`config.mk`:
```
export PLATFORM = sky130hd
export DESIGN_NAME = sdram_port_arb
export DESIGN_NICKNAME = d
export VERILOG_FILES = /design/src/rtl/sdram_arb_pkg.sv /design/src/rtl/sdram_arb_pick.sv /design/src/rtl/sdram_port_arb.sv
export SDC_FILE = /design/constraint.sdc
export NUM_CORES = 1
export LEC_CHECK = 0
export ABC_AREA = 1
export CAP_MARGIN = 20
export CORE_MARGIN = 5
export CORE_UTILIZATION = 25
export CTS_BUF_LIST = sky130_fd_sc_hd__clkbuf_2
export CTS_CLUSTER_SIZE = 24
export DETAILED_ROUTE_END_ITERATION = 16
export PLACE_DENSITY = 0.55
export SLEW_MARGIN = 10
export SYNTH_ARGS = -nofsm -noshare
export SYNTH_HDL_FRONTEND = slang
export SYNTH_SLANG_ARGS = --single-unit
```
`constraint.sdc`:
```
create_clock -name clk -period 3.8 [get_ports clk]
set_input_delay 1.14 -clock clk [delete_from_list [all_inputs] [get_ports clk]]
set_output_delay 1.14 -clock clk [all_outputs]
set_load 0.01 [all_outputs]
```
`src/rtl/sdram_arb_pkg.sv`:
```
// Shared types and default timing for the two-port SDRAM arbiter.
package sdram_arb_pkg;

    typedef enum logic [1:0] {IDLE, CMD, WAIT, DONE} arb_state_t;
    typedef enum logic {PORT_A, PORT_B} port_id_t;

    localparam int DEF_CMD_CYCLES = 2;
    localparam int DEF_DATA_LAT   = 6;
    localparam int DEF_STARVE_MAX = 4;

endpackage

```
`src/rtl/sdram_arb_pick.sv`:
```
// Winner select for the SDRAM arbiter: fixed priority to A, B forced after
// STARVE_MAX consecutive A grants made while B was waiting.
module sdram_arb_pick
    import sdram_arb_pkg::*;
#(
    parameter int STARVE_MAX = DEF_STARVE_MAX
) (
    input  logic i_clk,
    input  logic i_reset,
    input  logic i_idle,
    input  logic i_a_req,
    input  logic i_b_req,
    output logic o_pick_b
);

    localparam int CNT_W = $clog2(STARVE_MAX + 2);

    logic [CNT_W-1:0] r_starve_cnt;
    logic             w_starved;

    assign w_starved = (r_starve_cnt == CNT_W'(STARVE_MAX));
    assign o_pick_b  = i_b_req && (!i_a_req || w_starved);

    // Only IDLE cycles change the count: a grant happens there, and an idle
    // cycle without a pending B request forgets any earlier starvation.
    always_ff @(posedge i_clk) begin
        if (i_reset) begin
            r_starve_cnt <= '0;
        end else if (i_idle) begin
            if (!i_b_req || o_pick_b) begin
                r_starve_cnt <= '0;
            end else if (i_a_req && !w_starved) begin
                r_starve_cnt <= r_starve_cnt + CNT_W'(1);
            end
        end
    end

endmodule

```
`src/rtl/sdram_port_arb.sv`:
```
// Shares the single SDRAM port between CPU port A and DMA port B.
// Define SDRAM_ARB_WP_EN to block port A writes at or above WP_BASE.
module sdram_port_arb
    import sdram_arb_pkg::*;
#(
    parameter int ADDR_W     = 17,
    parameter int DATA_W     = 8,
    parameter int CMD_CYCLES = DEF_CMD_CYCLES,
    parameter int DATA_LAT   = DEF_DATA_LAT,
    parameter int STARVE_MAX = DEF_STARVE_MAX
`ifdef SDRAM_ARB_WP_EN
    ,
    parameter logic [ADDR_W-1:0] WP_BASE = ADDR_W'(17'h1_0000)
`endif
) (
    input  logic              clk,
    input  logic              reset,
    input  logic              a_req,
    input  logic              a_we,
    input  logic [ADDR_W-1:0] a_addr,
    input  logic [DATA_W-1:0] a_din,
    output logic              a_ack,
    output logic [DATA_W-1:0] a_dout,
    input  logic              b_req,
    input  logic              b_we,
    input  logic [ADDR_W-1:0] b_addr,
    input  logic [DATA_W-1:0] b_din,
    output logic              b_ack,
    output logic [DATA_W-1:0] b_dout,
    output logic              mem_oe,
    output logic              mem_we,
    output logic [ADDR_W-1:0] mem_addr,
    output logic [DATA_W-1:0] mem_din,
    input  logic [DATA_W-1:0] mem_dout,
    output logic              busy,
    output logic              wp_hit
);

    localparam int LAT_W = $clog2(DATA_LAT + 2);

    arb_state_t        r_state, w_state_nx;
    port_id_t          r_win, w_win_nx;
    logic              r_we, w_we_nx;
    logic [ADDR_W-1:0] r_addr, w_addr_nx;
    logic [DATA_W-1:0] r_din, w_din_nx;
    logic [DATA_W-1:0] r_a_dout, w_a_dout_nx, r_b_dout, w_b_dout_nx;
    logic [LAT_W-1:0]  r_lat, w_lat_nx;
    logic              r_oe, w_oe_nx, r_mwe, w_mwe_nx;
    logic              r_a_ack, w_a_ack_nx, r_b_ack, w_b_ack_nx;
    logic              r_busy;
    logic              w_idle, w_pick_b, w_sel_we, w_blk_sel, w_blk_cur, w_sample;

    assign w_idle   = (r_state == IDLE);
    assign w_sel_we = w_pick_b ? b_we : a_we;

    sdram_arb_pick #(
        .STARVE_MAX(STARVE_MAX)
    ) u_pick (
        .i_clk    (clk),
        .i_reset  (reset),
        .i_idle   (w_idle),
        .i_a_req  (a_req),
        .i_b_req  (b_req),
        .o_pick_b (w_pick_b)
    );

`ifdef SDRAM_ARB_WP_EN
    logic r_wp_blk, r_wp_hit;

    assign w_blk_sel = !w_pick_b && a_we && (a_addr >= WP_BASE);
    assign w_blk_cur = r_wp_blk;
    assign wp_hit    = r_wp_hit;

    always_ff @(posedge clk) begin
        if (reset) begin
            r_wp_blk <= 1'b0;
            r_wp_hit <= 1'b0;
        end else begin
            if (w_idle) r_wp_blk <= w_blk_sel;
            r_wp_hit <= w_sample && r_wp_blk;
        end
    end
`else
    assign w_blk_sel = 1'b0;
    assign w_blk_cur = 1'b0;
    assign wp_hit    = 1'b0;
`endif

    always_comb begin
        w_state_nx  = r_state;
        w_win_nx    = r_win;
        w_we_nx     = r_we;
        w_addr_nx   = r_addr;
        w_din_nx    = r_din;
        w_lat_nx    = r_lat;
        w_oe_nx     = 1'b0;
        w_mwe_nx    = 1'b0;
        w_a_ack_nx  = 1'b0;
        w_b_ack_nx  = 1'b0;
        w_a_dout_nx = r_a_dout;
        w_b_dout_nx = r_b_dout;
        w_sample    = 1'b0;
        case (r_state)
            IDLE: begin
                if (a_req || b_req) begin
                    w_win_nx   = w_pick_b ? PORT_B : PORT_A;
                    w_we_nx    = w_sel_we;
                    w_addr_nx  = w_pick_b ? b_addr : a_addr;
                    w_din_nx   = w_pick_b ? b_din : a_din;
                    w_lat_nx   = '0;
                    w_oe_nx    = !w_sel_we;
                    w_mwe_nx   = w_sel_we && !w_blk_sel;
                    w_state_nx = CMD;
                end
            end
            CMD: begin
                w_lat_nx = r_lat + LAT_W'(1);
                // r_lat counts strobe cycles from 0; the last one drops the strobe
                if (r_lat == LAT_W'(CMD_CYCLES - 1)) begin
                    if (DATA_LAT == CMD_CYCLES) begin
                        w_sample   = 1'b1;
                        w_state_nx = DONE;
                    end else begin
                        w_state_nx = WAIT;
                    end
                end else begin
                    w_oe_nx  = !r_we;
                    w_mwe_nx = r_we && !w_blk_cur;
                end
            end
            WAIT: begin
                w_lat_nx = r_lat + LAT_W'(1);
                if (r_lat == LAT_W'(DATA_LAT - 1)) begin
                    w_sample   = 1'b1;
                    w_state_nx = DONE;
                end
            end
            DONE: begin
                w_state_nx = IDLE;
            end
        endcase
        if (w_sample) begin
            if (r_win == PORT_B) w_b_ack_nx = 1'b1;
            else                 w_a_ack_nx = 1'b1;
            if (!r_we) begin
                if (r_win == PORT_B) w_b_dout_nx = mem_dout;
                else                 w_a_dout_nx = mem_dout;
            end
        end
    end

    always_ff @(posedge clk) begin
        if (reset) begin
            r_state  <= IDLE;
            r_win    <= PORT_A;
            r_we     <= 1'b0;
            r_addr   <= '0;
            r_din    <= '0;
            r_lat    <= '0;
            r_oe     <= 1'b0;
            r_mwe    <= 1'b0;
            r_a_ack  <= 1'b0;
            r_b_ack  <= 1'b0;
            r_a_dout <= '0;
            r_b_dout <= '0;
            r_busy   <= 1'b0;
        end else begin
            r_state  <= w_state_nx;
            r_win    <= w_win_nx;
            r_we     <= w_we_nx;
            r_addr   <= w_addr_nx;
            r_din    <= w_din_nx;
            r_lat    <= w_lat_nx;
            r_oe     <= w_oe_nx;
            r_mwe    <= w_mwe_nx;
            r_a_ack  <= w_a_ack_nx;
            r_b_ack  <= w_b_ack_nx;
            r_a_dout <= w_a_dout_nx;
            r_b_dout <= w_b_dout_nx;
            r_busy   <= (w_state_nx != IDLE);
        end
    end

    assign a_ack    = r_a_ack;
    assign b_ack    = r_b_ack;
    assign a_dout   = r_a_dout;
    assign b_dout   = r_b_dout;
    assign mem_oe   = r_oe;
    assign mem_we   = r_mwe;
    assign mem_addr = r_addr;
    assign mem_din  = r_din;
    assign busy     = r_busy;

endmodule
```
==> impl_results.rst, run 1 <==
.. list-table::
   :header-rows: 1

   * - Metric
     - Value
   * - Start-to-end type of the worst setup path
     - flip-flop to primary output
   * - Buffers and inverters on the worst path
     - 1
   * - Share of synthesized area occupied by flip-flops and latches
     - 43.2%
   * - Fraction of final layout cells with drive strength greater than 1
     - 4.51%
   * - Crit-path leading delay family
     - buffers and inverters
   * - GRT Util Overall
     - between 10% and 20%
   * - MaxCap Viol Count
     - 0
   * - Post-synthesis cell area
     - around 2600 um^2
   * - Clock Latency Late Sink
     - 0.46 ns
   * - Area Overhead vs Synth
     - 46.8%
   * - Top post-synthesis cells by area
     - dfxtp_1 43%, nand2_1 18%, inv_1 7.7%
   * - Post-synthesis async set-or-reset flop share
     - 0%
   * - Clock Tree Root
     - clkbuf_2
   * - Worst Setup Start Kind
     - flip-flop
   * - Number of pins with negative max-slew slack in the final report
     - 0
   * - Largest stage delay on the critical path
     - 0.58 ns
   * - Slew at the pin closest to its max-slew limit
     - 0.905 ns
   * - Filler Cell Count
     - 1100
   * - Count of antenna-violating nets left after detailed routing
     - 0
   * - Initial core utilization
     - 25.4%
   * - Die height
     - 112 um
   * - Io pins
     - 111
   * - Row count
     - 37
   * - Core Footprint
     - 10200 um^2
   * - Post-DR wirelength/cell
     - 12.3 um
   * - Number of setup violations in the final report
     - 0
   * - Total Neg Setup Slack
     - 0 ns
   * - Routed via count
     - between 2000 and 2500
   * - Reg clk slew, reported paths
     - 0.31 ns
   * - Cell count after synthesis
     - roughly 360
   * - CP Data Arrival Time
     - 1.46 ns
   * - Net count of the mapped netlist
     - approximately 430
   * - Number of detailed-routing iterations run before antenna repair
     - 4
   * - Leak pwr
     - 1.73 nW
   * - Shortest clock period the worst path allows after layout
     - 2.60 ns
   * - Final Cycle Share
     - 68.3%
   * - Post CTS Setup Buffer Count
     - 0
   * - Largest net degree at the start of global routing
     - 53
   * - Synthesis-stage register bit count
     - 56
   * - Number of gates given a new drive strength after cts
     - 0
   * - Number of buffers on the longest clock path
     - 2
   * - Nature of the critical path endpoint
     - primary output
   * - Highest ir drop seen on vdd
     - 128 uV
   * - Count of distinct cell types in the synthesized netlist
     - 26
   * - CTS buffer count
     - 5
   * - Via count of the first global-routing pass
     - 2491
   * - Cell type with the highest aggregate area in the netlist
     - dfxtp_1
   * - Setup repair after global routing missed its margin
     - false
   * - Number of synthesized flops with an enable pin
     - 0
   * - Worst EP required
     - 2.66 ns
   * - Synthesized area per cell
     - slightly above 7 um^2
   * - Total clock sinks
     - 56
   * - CTS tree
     - yes
   * - Number of warnings reported in the yosys synthesis log
     - 0
   * - Fraction of synthesized cell area taken by the top area cell type
     - 43.2%
   * - Violation count after the first detailed-routing iteration
     - 84
   * - Count of hold-fix buffers inserted at cts
     - 0
   * - Commonest register cell after synthesis
     - dfxtp_1
   * - Aggregate routed wire length
     - 7390 um
   * - Maximum operating frequency
     - 385 MHz
   * - Placed wire-length estimate after detailed placement
     - 5620 um
   * - Post-route DRC
     - 0
   * - Vias per cell
     - 4.14
   * - Total power per unit cell area
     - 318 nW/um^2
   * - Cell with the largest stage delay on the worst path
     - clkdlybuf4s50_1
   * - Placer's final routability congestion estimate
     - 0.723
   * - Final Instance Count excl. Fillers
     - 603
   * - Remaining max-slew budget at the tightest pin
     - 39.5%
   * - Global-route wire length before repair
     - 12100 um
   * - Initial antenna violation count
     - 1
   * - Number of buffers added on ports
     - 109
   * - Die Area
     - 12500 um^2
   * - Status
     - completed
   * - CTS H-Tree Depth
     - 2
   * - Critical Path Fanout Max
     - 2
   * - Inst Count DP
     - about 590
   * - Hold violation total from the final report
     - 0
   * - Overflow after GRT
     - 0
   * - Post-layout nets
     - 536
   * - Horizontal die dimension
     - 112 um
   * - HP Class
     - flip-flop to flip-flop
   * - Cells along the critical path
     - clkdlybuf4s50_1
   * - Clock skew
     - around 0.024 ns
[layout by cell type, fill, tap and decap left out, types with 2 or more instances in the layout]
master and count:
o211ai_1 25, buf_4 2, inv_1 53, a21oi_1 8, nor3_4 2, inv_2 3, dfxtp_1 56, nand2_2 3
o21ai_0 8, nand2_1 127, ha_1 7, nor2_1 34, clkbuf_2 5, clkdlybuf4s50_1 109, nor3_1 4, inv_6 2
nand3_1 9
[path summary, 6_finish.rpt]
| path | end | from | depth (start not counted) | slack, ns |
|---|---|---|---|---|
| worst min-delay path | mem_addr[4] | mem_addr[4] | 2 | 0.47 |
| worst max-delay path | mem_addr[5] | mem_addr[5] | 1 | 1.20 |
| worst min register to register | mem_addr[4] | mem_addr[4] | 2 | 0.47 |
| worst max register to register | mem_addr[9] | u_pick.r_starve_cnt[0] | 8 | 1.79 |
[registers in the layout, summed over array words and instances (netlist names)]
signal               flops
r_win                    1
a_ack                    1
mem_oe                   1
mem_din                  8
r_lat                    3
u_pick.r_starve_cnt      3
r_state                  2
b_ack                    1
a_dout                   8
b_dout                   8
busy                     1
mem_addr                17
mem_we                   1
r_we                     1
[synth_stat cells, drive strengths merged, types with 2 or more instances]
cell	number
nand3	10
clkbuf	2
nand2	130
inv	56
ha	7
o21ai	8
nor2	35
o211ai	25
buf	13
nor3	6
dfxtp	56
a21oi	9
[area by class of cell]
type	count	area (um^2)	area share [%]
sequential	56	1120	29.4
antenna	1	2.50	0.0656
tap	136	170	4.46
timing repair buffer	111	1110	29.0
multi-input combinational	235	1150	30.2
inverter	56	210	5.51
clock inverter	3	26.3	0.689
clock buffer	5	25.0	0.656
[worst min-delay path: cells and delay by family, from the launching register on]
family | cells | cell delay (ns)
flip-flops | 1 | 0.38
AND/OR/NAND/NOR | 2 | 0.10
[kinds of logic after synthesis]
logic type / Yosys count / synth area share [%]
flip-flops: 56 / 43.2
adder cells (fa/ha/maj): 7 / 3.37
buffers and inverters: 71 / 12.5
AO/OA/AOI/OAI: 43 / 11.2
AND/OR/NAND/NOR: 182 / 29.0
XOR/XNOR: 2 / 0.675
other: 1 / 0.144
[power by group]
part,switching [W],total [W],internal (W)
clock,0.000206,0.000259,0.0000529
combinational,0.000140,0.000298,0.000158
sequential,0.0000246,0.000656,0.000631
total,0.000370,0.00121,0.000842
[routing by layer]
layer  vias to the layer above  share of wire [%]  track usage [%]
met2                        57                 49             20.7
met5                         -                  0                0
met3                        13                4.7             2.66
met1                      1106                 43             14.3
li1                       1320                  -                -
met4                         0                2.7             4.62
[per-stage QoR]
stage          setup slack (ns)  hold WS (ns)  utilization (%)  cell area, um^2  total power (W)
2_1_floorplan              1.90         0.473                -             2600         0.000810
3_3_place_gp              0.892         0.438             36.7             3760         0.000963
3_5_place_dp              0.856         0.438             36.7             3760         0.000969
4_1_cts                    1.15         0.471             37.2             3810          0.00124
5_1_grt                    1.08         0.483             37.3             3810          0.00130
6_report                   1.20         0.470             37.3             3810          0.00121
No activity file was read; power rests on OpenSTA's default activity.
==> run 2, diff against run 1 <==
--- a/config.mk
+++ b/config.mk
@@ -12,7 +12,7 @@
 export CTS_BUF_LIST = sky130_fd_sc_hd__clkbuf_2
 export CTS_CLUSTER_SIZE = 24
 export DETAILED_ROUTE_END_ITERATION = 16
-export PLACE_DENSITY = 0.55
+export PLACE_DENSITY = 0.57
 export SLEW_MARGIN = 10
 export SYNTH_ARGS = -nofsm -noshare
 export SYNTH_HDL_FRONTEND = slang
==> constraint.sdc (replaced) <==
create_clock -name clk -period 2.25 [get_ports clk]
set_input_delay 0.675 -clock clk [delete_from_list [all_inputs] [get_ports clk]]
set_output_delay 0.675 -clock clk [all_outputs]
set_load 0.01 [all_outputs]
==> impl_results.rst, run 2 (synthesis results as in run 1) <==
.. list-table::
   :header-rows: 1

   * - Metric
     - Value
   * - Placed wire-length estimate after detailed placement
     - about 5400 um
   * - Highest ir drop seen on vdd
     - ~230 uV
   * - Placer's final routability congestion estimate
     - 0.813
   * - Hold violation total from the final report
     - 0
   * - Initial antenna violation count
     - 1
   * - Core Footprint
     - 10200 um^2
   * - Violation count after the first detailed-routing iteration
     - 66
   * - End of the critical path
     - a_dout[5]
   * - GRT Util Overall
     - 11.1%
   * - Clock Tree Root
     - clkbuf_2
   * - Total Neg Setup Slack
     - 0 ns
   * - CP Data Arrival Time
     - around 1.4 ns
   * - Filler Cell Count
     - 1101
   * - Part of the power in the clock network
     - 23.5%
   * - Number of pins with negative max-slew slack in the final report
     - 0
   * - Worst EP required
     - 1.57 ns
   * - Die Area
     - 12500 um^2
   * - Register-to-Register Path Depth
     - 7
   * - Row count
     - 37
   * - Largest net degree at the start of global routing
     - 53
   * - Critical Path Fanout Max
     - 2
   * - Most frequent cells in the layout
     - 127 x nand2_1, 109 x clkdlybuf4s50_1, 56 x dfxtp_1, 53 x inv_1, 34 x nor2_1
   * - Number of buffers added on ports
     - 109
   * - Via count of the first global-routing pass
     - roughly 2400
   * - Number of setup violations in the final report
     - 0
   * - Total power per unit cell area
     - 547 nW/um^2
   * - Horizontal die dimension
     - 112 um
   * - Start-to-end type of the worst setup path
     - flip-flop to primary output
   * - Commonest non-fill, non-tap cell in the layout
     - nand2_1
   * - Final Instance Area
     - just under 4000 um^2
   * - Reg clk slew, reported paths
     - about 0.27 ns
   * - Buffers and inverters on the worst path
     - 1
   * - HP Class
     - flip-flop to flip-flop
   * - Leak pwr
     - 1.76 nW
   * - Post CTS Setup Buffer Count
     - 0
   * - CTS H-Tree Depth
     - 2
   * - Post-route DRC
     - 0
   * - Flip-flop count of the largest register after layout
     - 17
   * - R2R Path Start
     - r_state[0]
   * - Post-layout nets
     - 538
   * - Final Cycle Share
     - 92.7%
   * - Number of buffers on the longest clock path
     - 2
   * - Clock skew
     - 0.0447 ns
   * - Logic depth of the worst path, buffers included
     - 1
   * - Endpoint of the lowest-slack register-to-register path
     - mem_din[1]
   * - Worst reg-to-reg setup slack
     - 0.49 ns
   * - Maximum operating frequency
     - 479 MHz
   * - Largest stage delay on the critical path
     - 0.57 ns
   * - Initial core utilization
     - 25.4%
   * - Aggregate routed wire length
     - around 7000 um
   * - Standard cell area after detailed placement
     - 3800 um^2
   * - Count of hold-fix buffers inserted at cts
     - 0
   * - Area Overhead vs Synth
     - 48.9%
   * - Post-DR wirelength/cell
     - 11.5 um
   * - Nature of the critical path endpoint
     - primary output
   * - Io pins
     - 111
   * - Slew at the pin closest to its max-slew limit
     - 0.565 ns
   * - CTS tree
     - yes
   * - Remaining max-slew budget at the tightest pin
     - 62.2%
   * - Share of power burned in registers
     - 52.4%
   * - Die height
     - 112 um
   * - Sw Ratio
     - 27.5%
   * - Count of antenna-violating nets left after detailed routing
     - 0
   * - Global-route wire length before repair
     - 11400 um
   * - Worst Setup Start Kind
     - flip-flop
   * - Cell with the largest stage delay on the worst path
     - clkdlybuf4s50_1
   * - Overflow after GRT
     - 0
   * - Status
     - completed
   * - Clock Latency Late Sink
     - 0.44 ns
   * - Critical path launch point
     - a_dout[5]
   * - Number of detailed-routing iterations run before antenna repair
     - 4
   * - Total clock sinks
     - 56
   * - Total net switching power
     - about 0.00058 W
   * - Vias per cell
     - 4.08
   * - Setup repair after global routing missed its margin
     - false
   * - Share of total power in combinational logic
     - between 20% and 30%
   * - Routed via count
     - 2468
   * - CTS buffer count
     - 5
   * - MaxCap Viol Count
     - 0
   * - Cell Int Power
     - ~0.0015 W
   * - Fraction of final layout cells with drive strength greater than 1
     - 4.91%
   * - Number of gates given a new drive strength after cts
     - 0
   * - Crit-path leading delay family
     - buffers and inverters
   * - Shortest clock period the worst path allows after layout
     - between 2 and 2.5 ns
   * - Cells along the critical path
     - clkdlybuf4s50_1
[run 2: cell types whose count changed in the layout (fill, tap and decap cells not counted)]
cell | previous run | this run
buf_12 | 0 | 2
clkbuf_2 | 5 | 6
clkinv_2 | 0 | 1
bufinv_16 | 0 | 1
clkinv_4 | 1 | 0
inv_6 | 2 | 0
[run 2: how the worst min path moves through the flow]
| stage | depth (start not counted) | end | startpoint | slack (ns) |
|---|---|---|---|---|
| 6_report | 2 | mem_din[6] | mem_din[6] | 0.47 |
| 5_1_grt | 2 | mem_addr[0] | mem_addr[0] | 0.48 |
| 4_1_cts | 2 | mem_addr[0] | mem_addr[0] | 0.47 |
| 3_5_place_dp | 2 | mem_addr[6] | mem_addr[6] | 0.44 |
| 3_3_place_gp | 2 | mem_din[4] | mem_din[4] | 0.44 |
| 2_1_floorplan | 2 | mem_addr[0] | mem_addr[0] | 0.47 |
[run 2: area by class of cell]
type | instances | area, um^2 | share of cell area, %
diodes | 1 | 2.50 | 0.0647
flip-flops and latches | 56 | 1120 | 29.0
multi-input cells | 235 | 1150 | 29.8
clock buffers | 6 | 30.0 | 0.777
clock inverters | 2 | 35.0 | 0.906
inverters | 56 | 210 | 5.44
well taps | 136 | 170 | 4.40
repair buffers | 113 | 1150 | 29.6
[run 2: through the flow]
step	std cells	hold slack (ns)	setup WS, ns	utilization (%)	total power (W)
detailed placement	596	0.440	0.0540	37.1	0.00164
finish	605	0.469	0.164	37.8	0.00211
global placement	596	0.439	0.108	37.1	0.00163
floorplan	362	0.473	0.814	-	0.00137
CTS	604	0.472	0.110	37.8	0.00216
global route	605	0.482	0.0472	37.8	0.00225
[run 2: power by group through the flow]
stage          sequential (W)  combinational (W)  clock [W]
6_report              0.00111           0.000509   0.000497
4_1_cts               0.00111           0.000518   0.000529
3_3_place_gp          0.00113           0.000510          0
2_1_floorplan         0.00115           0.000221          0
5_1_grt               0.00112           0.000564   0.000568
3_5_place_dp          0.00113           0.000515          0
[run 2: worst reg2reg max path, cell delays in order (launching register included)]
cell     delay (ns)
dfxtp_1        0.40
inv_1          0.11
ha_1           0.38
nand2_1        0.21
a21oi_4        0.18
buf_12         0.18
o21ai_0        0.09
o21ai_0        0.13
[run 2: routing by layer]
metal | routed length [um] | part of all wire, % | GRT usage (%)
met5 | 0 | 0 | 0
met4 | 92 | 1.3 | 3.65
met3 | 341 | 4.9 | 2.77
met2 | 3580 | 51 | 20.3
met1 | 2960 | 42 | 12.4
==> run 3, diff against run 2 <==
--- a/config.mk
+++ b/config.mk
@@ -7,6 +7,7 @@
 export LEC_CHECK = 0
 export ABC_AREA = 1
 export CAP_MARGIN = 20
+export CORE_ASPECT_RATIO = 1.2
 export CORE_MARGIN = 5
 export CORE_UTILIZATION = 25
 export CTS_BUF_LIST = sky130_fd_sc_hd__clkbuf_2
==> impl_results.rst, run 3 (synthesis results as in run 1) <==
.. list-table::
   :header-rows: 1

   * - Metric
     - Value
   * - Status
     - completed
   * - Worst EP required
     - ~1.6 ns
   * - Die height
     - 122 um
   * - Routed via count
     - 2497
   * - Most frequent cells in the layout
     - 127 x nand2_1, 109 x clkdlybuf4s50_1, 56 x dfxtp_1, 53 x inv_1, 34 x nor2_1
   * - CP Data Arrival Time
     - 1.42 ns
   * - R2R Path Start
     - r_state[0]
   * - Largest stage delay on the critical path
     - 0.58 ns
   * - Die Area
     - 12500 um^2
   * - Number of pins with negative max-slew slack in the final report
     - 0
   * - Clock Tree Root
     - clkbuf_2
   * - Highest ir drop seen on vdd
     - 206 uV
   * - Buffers and inverters on the worst path
     - 1
   * - Final core occ
     - 38.0%
   * - Post-DR wirelength/cell
     - 12.0 um
   * - Cell with the largest stage delay on the worst path
     - clkdlybuf4s50_1
   * - Met2 routed wirelength
     - 3800 um
   * - Number of setup violations in the final report
     - 0
   * - Shortest clock period the worst path allows after layout
     - 2.09 ns
   * - Fraction of final layout cells with drive strength greater than 1
     - 4.90%
   * - Vias per cell
     - between 4 and 5
   * - Final Instance Area
     - roughly 3800 um^2
   * - Critical Path Fanout Max
     - 2
   * - Placed wire-length estimate after detailed placement
     - 5730 um
   * - Setup repair after global routing missed its margin
     - false
   * - Core Footprint
     - 10100 um^2
   * - PnR Total Power
     - 0.00202 W
   * - Maximum operating frequency
     - 478 MHz
   * - CTS H-Tree Depth
     - 2
   * - Post-layout nets
     - 539
   * - Critical path launch point
     - mem_addr[7]
   * - Inst Count DP
     - 587
   * - Count of antenna-violating nets left after detailed routing
     - 0
   * - Hold violation total from the final report
     - 0
   * - Routed met1 length
     - 2870 um
   * - Total clock sinks
     - 56
   * - Total Neg Setup Slack
     - 0 ns
   * - Leak pwr
     - ~1.7 nW
   * - Clock Latency Late Sink
     - 0.44 ns
   * - CTS buffer count
     - 5
   * - Aggregate routed wire length
     - 7150 um
   * - Remaining max-slew budget at the tightest pin
     - 61.2%
   * - Io pins
     - 111
   * - Post-route DRC
     - 0
   * - Horizontal die dimension
     - roughly 100 um
   * - Via count of the first global-routing pass
     - about 2500
   * - Reg clk slew, reported paths
     - just under 0.3 ns
   * - Overflow after GRT
     - 0
   * - Final Cycle Share
     - between 90% and 100%
   * - Clock skew
     - 0.0299 ns
   * - HP Class
     - flip-flop to flip-flop
   * - Post CTS Setup Buffer Count
     - 0
   * - MaxCap Viol Count
     - 0
   * - Violation count after the first detailed-routing iteration
     - 79
   * - Worst Setup Start Kind
     - flip-flop
   * - Global-route wire length before repair
     - 11500 um
   * - GRT Util Overall
     - 11.5%
   * - Row count
     - 40
   * - Number of buffers on the longest clock path
     - 2
   * - Area Overhead vs Synth
     - 47.9%
   * - Commonest non-fill, non-tap cell in the layout
     - nand2_1
   * - Nature of the critical path endpoint
     - primary output
   * - Number of detailed-routing iterations run before antenna repair
     - 4
   * - Count of hold-fix buffers inserted at cts
     - 0
   * - Routed length on met3
     - 328 um
   * - Largest net degree at the start of global routing
     - 37
   * - Initial antenna violation count
     - 1
   * - Filler Cell Count
     - 1059
   * - Total power per unit cell area
     - 526 nW/um^2
   * - Slew at the pin closest to its max-slew limit
     - about 0.58 ns
   * - Crit-path leading delay family
     - buffers and inverters
   * - Launch point of the worst hold path
     - mem_addr[4]
   * - Number of buffers added on ports
     - around 110
   * - Flip-flop count of the largest register after layout
     - 17
   * - Top Layer Used
     - met4
   * - Standard cell area after detailed placement
     - 3790 um^2
   * - Final Instance Count excl. Fillers
     - 596
   * - Number of gates given a new drive strength after cts
     - 0
   * - Initial core utilization
     - 25.7%
   * - Start-to-end type of the worst setup path
     - flip-flop to primary output
   * - Cells along the critical path
     - clkdlybuf4s50_1
   * - CTS tree
     - yes
   * - Placer's final routability congestion estimate
     - 0.781
## run 3: changes by cell type in the layout (fill, tap and decap cells not counted), sizes merged
cell,previous run,this run
buf,4,5
bufinv,1,0
clkbuf,6,5
clkinv,1,2
inv,56,57
## run 3: power breakdown
part	leakage (nW)	switching, W	total, W	internal [W]
Clock	0.0308	0.000319	0.000396	0.0000763
Sequential	0.459	0.0000420	0.00111	0.00107
Combinational	1.26	0.000238	0.000515	0.000277
Total	1.75	0.000599	0.00202	0.00142
## run 3: per-stage QoR
step                      setup WS, ns  hold slack, ns
final                            0.159           0.470
after global routing            0.0287           0.484
after CTS                        0.100           0.470
after detailed placement        0.0276           0.439
after global placement           0.123           0.438
after floorplan                  0.814           0.473
## run 3: final timing paths
kind	to	slack, ns	cells past startpoint
hold reg to reg	mem_addr[4]	0.47	2
setup / recovery	mem_addr[7]	0.16	1
hold / removal	mem_addr[4]	0.47	2
setup reg to reg	mem_din[4]	0.57	7
## run 3: layer usage
metal	up-vias	GRT usage [%]
met5	-	0
met4	0	4.05
met3	10	2.23
met2	49	21.3
met1	1116	12.9
li1	1322	-
## run 3: layout make-up
type	count	area [um^2]	share of cell area (%)
antenna	1	2.50	0.0652
clock buffer	5	25.0	0.652
clock inverter	3	17.5	0.456
inverter	56	210	5.48
multi-input combinational	235	1150	30.0
sequential	56	1120	29.2
tap	126	158	4.11
timing repair buffer	114	1150	30.1
